`config.mk`:
```
export PLATFORM = sky130hd
export DESIGN_NAME = hazard_stall_unit
export DESIGN_NICKNAME = d
export VERILOG_FILES = /design/src/rtl/hazard_stall_unit_pkg.sv /design/src/rtl/hazard_stall_unit_scoreboard.sv /design/src/rtl/hazard_stall_unit.sv
export SDC_FILE = /design/constraint.sdc
export NUM_CORES = 1
export LEC_CHECK = 0
export CORE_MARGIN = 2
export CORE_UTILIZATION = 32
export CTS_CLUSTER_SIZE = 40
export DETAILED_ROUTE_END_ITERATION = 8
export GPL_TIMING_DRIVEN = 0
export HOLD_SLACK_MARGIN = 0.08
export PLACE_DENSITY = 0.81
export SYNTH_ARGS = -nofsm -noshare
export SYNTH_HDL_FRONTEND = slang
export SYNTH_HIERARCHICAL = 1
export SYNTH_SLANG_ARGS = --single-unit
```
`constraint.sdc`:
```
create_clock -name clk -period 2.2 [get_ports clk]
set_clock_uncertainty 0.05 [all_clocks]
set_input_delay 0.33 -clock clk [delete_from_list [all_inputs] [get_ports clk]]
set_output_delay 0.33 -clock clk [all_outputs]
set_load 0.01 [all_outputs]
```
`src/rtl/hazard_stall_unit_pkg.sv`:
```
// Shared pipeline definitions for the decode-stage hazard/stall logic:
// opcode constants, FSM state encoding and decode/hazard bundles.
package hazard_stall_unit_pkg;

  localparam logic [6:0] OPC_LUI    = 7'b0110111;
  localparam logic [6:0] OPC_AUIPC  = 7'b0010111;
  localparam logic [6:0] OPC_JAL    = 7'b1101111;
  localparam logic [6:0] OPC_JALR   = 7'b1100111;
  localparam logic [6:0] OPC_OP     = 7'b0110011;
  localparam logic [6:0] OPC_STORE  = 7'b0100011;
  localparam logic [6:0] OPC_BRANCH = 7'b1100011;
  // Multi-cycle unit lives in the custom-0 opcode space.
  localparam logic [6:0] OPC_MC     = 7'b0001011;

  localparam logic [2:0] F3_JALR    = 3'b000;

  typedef enum logic [1:0] {
    ST_RUN     = 2'd0,
    ST_BUBBLE  = 2'd1,
    ST_MC_WAIT = 2'd2
  } state_e;

  typedef struct packed {
    logic rs1_used;
    logic rs2_used;
    logic is_jalr;
    logic is_mc;
  } dec_t;

  typedef struct packed {
    logic load_use;
    logic jalr_mem;
    logic mc_dep;
  } hazard_t;

endpackage

```
`src/rtl/hazard_stall_unit_scoreboard.sv`:
```
// Single-entry scoreboard tracking the destination of the one in-flight
// multi-cycle op, plus a sticky flag for issuing while one is outstanding.
module mc_scoreboard
  import hazard_stall_unit_pkg::*;
#(
  parameter int REGFILE_LEN = 6
) (
  input  logic                   clk,
  input  logic                   rst,
  input  logic                   mc_issue_i,
  input  logic [REGFILE_LEN-1:0] mc_rd_i,
  input  logic                   mc_done_i,
  output logic                   pending_valid_o,
  output logic [REGFILE_LEN-1:0] pending_rd_o,
  output logic                   mc_overrun_o
);

  logic                   valid_q, valid_d;
  logic [REGFILE_LEN-1:0] rd_q, rd_d;
  logic                   ovr_q, ovr_d;

  always_comb begin
    valid_d = valid_q;
    rd_d    = rd_q;
    ovr_d   = ovr_q;
    if (mc_issue_i) begin
      if (valid_q && !mc_done_i) ovr_d = 1'b1;
      // A write to x0 never produces a dependence, so it is not tracked.
      if (mc_rd_i != '0) begin
        valid_d = 1'b1;
        rd_d    = mc_rd_i;
      end else if (mc_done_i) begin
        valid_d = 1'b0;
      end
    end else if (mc_done_i) begin
      valid_d = 1'b0;
    end
  end

  always_ff @(posedge clk or posedge rst) begin
    if (rst) begin
      valid_q <= 1'b0;
      rd_q    <= '0;
      ovr_q   <= 1'b0;
    end else begin
      valid_q <= valid_d;
      rd_q    <= rd_d;
      ovr_q   <= ovr_d;
    end
  end

  assign pending_valid_o = valid_q;
  assign pending_rd_o    = rd_q;
  assign mc_overrun_o    = ovr_q;

endmodule

```
`src/rtl/hazard_stall_unit.sv`:
```
// Decode-stage hazard detection: load-use, JALR-behind-load and multi-cycle
// dependences, with a small FSM holding stalls that outlast one cycle.
module hazard_stall_unit
  import hazard_stall_unit_pkg::*;
#(
  parameter int REGFILE_LEN  = 6,
  parameter int INSTR_WIDTH  = 32,
  parameter int OPCODE_WIDTH = 7,
  parameter int FUNCT3_WIDTH = 3
) (
  input  logic                   clk,
  input  logic                   rst,
  input  logic [INSTR_WIDTH-1:0] instr_IF_ID,
  input  logic [REGFILE_LEN-1:0] rs1_IF_ID,
  input  logic [REGFILE_LEN-1:0] rs2_IF_ID,
  input  logic                   mem_read_ID_EX,
  input  logic [REGFILE_LEN-1:0] rd_ID_EX,
  input  logic                   mem_read_EX_MEM,
  input  logic [REGFILE_LEN-1:0] rd_EX_MEM,
  input  logic                   mc_issue,
  input  logic [REGFILE_LEN-1:0] mc_rd,
  input  logic                   mc_done,
  output logic                   stall_IF,
  output logic                   stall_ID,
  output logic                   flush_ID_EX,
  output logic                   pending_valid,
  output logic [REGFILE_LEN-1:0] pending_rd,
  output logic                   mc_overrun
);

  logic [OPCODE_WIDTH-1:0] opcode;
  logic [FUNCT3_WIDTH-1:0] funct3;
  logic                    unused_instr;
  dec_t                    dec;
  hazard_t                 hz;
  state_e                  state_q, state_d;
  logic                    stall;

  assign opcode       = instr_IF_ID[OPCODE_WIDTH-1:0];
  assign funct3       = instr_IF_ID[12 +: FUNCT3_WIDTH];
  assign unused_instr = ^{instr_IF_ID[INSTR_WIDTH-1:12+FUNCT3_WIDTH],
                          instr_IF_ID[11:OPCODE_WIDTH]};

  // Source operands come from dedicated ports; only usage is decoded here.
  always_comb begin
    dec          = '0;
    dec.rs1_used = !(opcode == OPC_LUI || opcode == OPC_AUIPC || opcode == OPC_JAL);
    dec.rs2_used = (opcode == OPC_OP) || (opcode == OPC_STORE) || (opcode == OPC_BRANCH);
    dec.is_jalr  = (opcode == OPC_JALR) && (funct3 == F3_JALR);
    dec.is_mc    = (opcode == OPC_MC);
  end

  function automatic logic src_hit(input logic [REGFILE_LEN-1:0] rd,
                                   input logic [REGFILE_LEN-1:0] rs1,
                                   input logic [REGFILE_LEN-1:0] rs2,
                                   input logic                   rs1_used,
                                   input logic                   rs2_used);
    return (rd != '0) && ((rs1_used && rs1 == rd) || (rs2_used && rs2 == rd));
  endfunction

  always_comb begin
    hz          = '0;
    hz.load_use = mem_read_ID_EX &&
                  src_hit(rd_ID_EX, rs1_IF_ID, rs2_IF_ID, dec.rs1_used, dec.rs2_used);
    hz.jalr_mem = dec.is_jalr && mem_read_EX_MEM &&
                  src_hit(rd_EX_MEM, rs1_IF_ID, rs2_IF_ID, 1'b1, 1'b0);
    // Only one multi-cycle op may be in flight, so a second one must wait.
    hz.mc_dep   = pending_valid &&
                  (dec.is_mc ||
                   src_hit(pending_rd, rs1_IF_ID, rs2_IF_ID, dec.rs1_used, dec.rs2_used));
  end

  mc_scoreboard #(
    .REGFILE_LEN (REGFILE_LEN)
  ) u_scoreboard (
    .clk             (clk),
    .rst             (rst),
    .mc_issue_i      (mc_issue),
    .mc_rd_i         (mc_rd),
    .mc_done_i       (mc_done),
    .pending_valid_o (pending_valid),
    .pending_rd_o    (pending_rd),
    .mc_overrun_o    (mc_overrun)
  );

  always_ff @(posedge clk or posedge rst) begin
    if (rst) state_q <= ST_RUN;
    else     state_q <= state_d;
  end

  // BUBBLE covers the second cycle of a JALR waiting on a load that was in EX;
  // MC_WAIT holds until the scoreboard entry has retired.
  always_comb begin
    state_d = state_q;
    case (state_q)
      ST_RUN: begin
        if (hz.mc_dep)                        state_d = ST_MC_WAIT;
        else if (hz.load_use && dec.is_jalr)  state_d = ST_BUBBLE;
      end
      ST_BUBBLE:                              state_d = ST_RUN;
      ST_MC_WAIT: if (!pending_valid)         state_d = ST_RUN;
      default:                                state_d = ST_RUN;
    endcase
  end

  assign stall = !rst && (hz.load_use || hz.jalr_mem || hz.mc_dep ||
                          state_q == ST_BUBBLE || state_q == ST_MC_WAIT);

  assign stall_IF    = stall;
  assign stall_ID    = stall;
  assign flush_ID_EX = stall;

endmodule

```
==> metrics <==
outcome=complete, but fails checks; utilization after layout=0.654; placed insts=188; DRT Pass-1 Iters=4; syn_nets=170; Final nets=between 200 and 250; vias in the first global route=1259; average routed wire per standard cell=16.9 um; GR Util met3=0.0246; share of layout cells above drive strength 1=0.318; # DRC=0; Slew Viols, Final=0; port buffer count=between 50 and 60; via count=1116; proportion of synthesized area in mux cells=0; final setup fails=3; Antenna Cells=0; Compound-Gate Fraction of Synth Area=0.180; Setup CP Type=reg -> out; first-pass GRT wire length=between 5000 and 6000 um; most common cell after layout, fill and taps aside=clkdlybuf4s50_1; post-layout power=~700 uW; met2 Usage GRT=0.399; Max Cap Viol=0; failing checks=setup timing; Synth cell types=31; internal power=approximately 470 uW; initial antenna violation count=0; Vias/cell=5.39; FF-to-FF setup slack=about 0.54 ns; starting density of the core=0.338; drt first-iter violations=29; synthesized cell area=~930 um^2; Rows=19; most used routing layer in global routing=met2; min-delay worst type=in -> async; CP max stage delay=0.45 ns; Crit Reg-Reg Startpoint=u_scoreboard/pending_rd_o[3]; CTS Buf Count=3; required time of the critical path=roughly 1.8 ns; flops & latches, synth=10; die area=3360 um^2; sequential fraction of the synthesis area=0.268; Comb power frac=0.454; CP max stage cell=dfrtp_2; minimum clock period after layout=roughly 2.3 ns; Synth top area share=0.268; Area Growth Syn to Fin=93.3%; sequential power share=0.313; Post-DP Area=about 1500 um^2; synthesis warning total=6; Ports=79; xor and xnor area share after synthesis=0.291; critical-path maximum fanout=3; max frequency=~0.44 GHz; main combinational cell family by area after synthesis=XOR/XNOR gates; sw power=~210 uW; Critical R2R Capture=state_q[1]; largest net degree at the start of global routing=11; Worst IR Drop VDD=between 0.3 and 0.4 mV; Worst setup SP type=register; DRT antenna net count=0; period utilization=1.04; met1 GRT Util=0.226; Die Y=58.0 um; pwr dens=~380 nW/um^2; grt total ovfl=0; cell taking the most area after synthesis=dfrtp_1; Sw Share=0.311; final hold violations=0; final non-filler cell total=207; RSZ-0062 raised after global routing=yes; worst-path cell chain=buf_6 > xor2_2 > nor4_4 > o31ai_4 > a31oi_4 > buf_6 > buf_6; DP HPWL=~2500 um; Clock H-tree levels=1; Synth Area in Simple Gates=0.217; Place WS=-0.928 ns; core box area=about 2800 um^2; # clock sinks=10; ranking of synthesized cells by area=dfrtp_1 (27%), xnor2_1 (18%), xor2_1 (11%), a22o_1 (5.6%), nand4_1 (4.7%); Reg clk slew, reported paths=roughly 0.070 ns; adder-cell share of the synthesized area=0; Mean Syn Cell Area=between 9 and 10 um^2; DRT Wirelength=around 3500 um; Leakage=a little over 0.7 nW; Critical Path Sink Type=output pin; TritonCTS clock tree=yes; Slew @ Worst Pin=0.321 ns; Post-Synthesis Cells=just over 100; GPL Wtd Cong=between 0.8 and 0.9; Die Width=approximately 58 um; clk root buf=clkbuf_4; most frequent cells in the layout=clkdlybuf4s50_1 (28), dlygate4sd2_1 (19), xnor2_1 (17), buf_4 (12), xor2_1 (11); Clk pwr share=0.233; Tot GR Track Use=0.206; most used cell, CP=buf_6; cells on worst reg2reg path=6; Finished Cell Area=around 1800 um^2; PnR worst setup slack=-0.0835 ns; relative slew slack=0.784; crit path DAT=1.90 ns; clk_lat worst skew=0.26 ns; Max clock buf depth=2; # fillers=between 200 and 250
## cells in the mapped netlist
cell and count:
a21oi_1 3, a21oi_2 1, a22o_1 6, a31o_2 1, a31oi_1 2, and4b_1 1, buf_4 2, buf_6 1
dfrtp_1 10, inv_1 4, nand2_1 2, nand2b_1 1, nand3_1 1, nand4_1 7, nand4b_1 1, nor2_1 4
nor2b_1 1, nor3_1 3, nor3_2 1, nor4_1 6, o21a_1 1, o21ai_0 5, o31a_1 1, o31ai_1 1
o31ai_4 1, or3b_1 1, or4_1 1, or4_4 1, or4b_1 1, xnor2_1 19, xor2_1 12
## per-layer routing
metal	wire [um]	part of all wire
met1	1300	0.37
met2	1970	0.56
met3	171	0.049
met4	58	0.017
met5	0	0
## how the worst max path moves through the flow
stage | start | slack (ns) | cells past startpoint | endpoint
floorplan | instr_IF_ID[5] | 0.09 | 6 | stall_ID
global placement | instr_IF_ID[6] | -0.86 | 8 | stall_ID
detailed placement | instr_IF_ID[5] | -0.93 | 8 | stall_IF
CTS | u_scoreboard/pending_rd_o[5] | -0.09 | 7 | stall_ID
global route | u_scoreboard/pending_rd_o[3] | -0.17 | 7 | stall_IF
finish | u_scoreboard/pending_rd_o[3] | -0.08 | 7 | stall_ID
## cell families (layout without fill, tap and decap cells)
kind of cell / count (synthesis) / in the layout
AND/OR/NAND/NOR: 32 / 32
XOR/XNOR: 31 / 31
AO/OA/AOI/OAI: 22 / 22
flip-flops: 10 / 10
buffers and inverters: 7 / 81
## layout make-up
class,instances,area [um^2],share of cell area
Buffer,3,33.8,0.0187
Clock buffer,4,36.3,0.0201
Inverter,4,15.0,0.00832
Multi-Input combinational cell,85,791,0.438
Sequential cell,10,258,0.143
Tap cell,31,38.8,0.0215
Timing Repair Buffer,70,632,0.350
## state kept, by name (all words and copies together), names as in the netlist
name / count
state_q: 2
u_scoreboard/pending_rd_o: 6
u_scoreboard/pending_valid_o: 1
u_scoreboard/mc_overrun_o: 1
## timing repair
action                                  4_1_cts  5_1_grt
gates cloned                                  0        0
endpoints found under the setup margin        3        3
hold buffers                                  0        0
resized for setup                            67       19
pin swaps                                    17       14
setup buffers                                11        4
## critical path: cells and delay by family (launching register included)
family          cells  cell delay (ns)
compound gates      2             0.31
xor+xnor            1             0.18
buf+inv             3             0.34
flops               1             0.45
simple gates        1             0.36
## power groups by stage
| stage | Clock (mW) | Sequential [mW] | Combinational, mW |
|---|---|---|---|
| 2_1_floorplan | 0 | 0.222 | 0.0959 |
| 3_3_place_gp | 0 | 0.221 | 0.238 |
| 3_5_place_dp | 0 | 0.222 | 0.247 |
| 4_1_cts | 0.165 | 0.214 | 0.279 |
| 5_1_grt | 0.174 | 0.217 | 0.334 |
| 6_report | 0.161 | 0.215 | 0.313 |
## stage by stage
step                TNS, ns  hold slack, ns
global route         -0.453           0.295
CTS                  -0.221           0.251
floorplan                 0          0.0212
finish               -0.210           0.295
detailed placement    -2.72           0.419
global placement      -2.49           0.410
No activity file was read; power rests on OpenSTA's default activity.
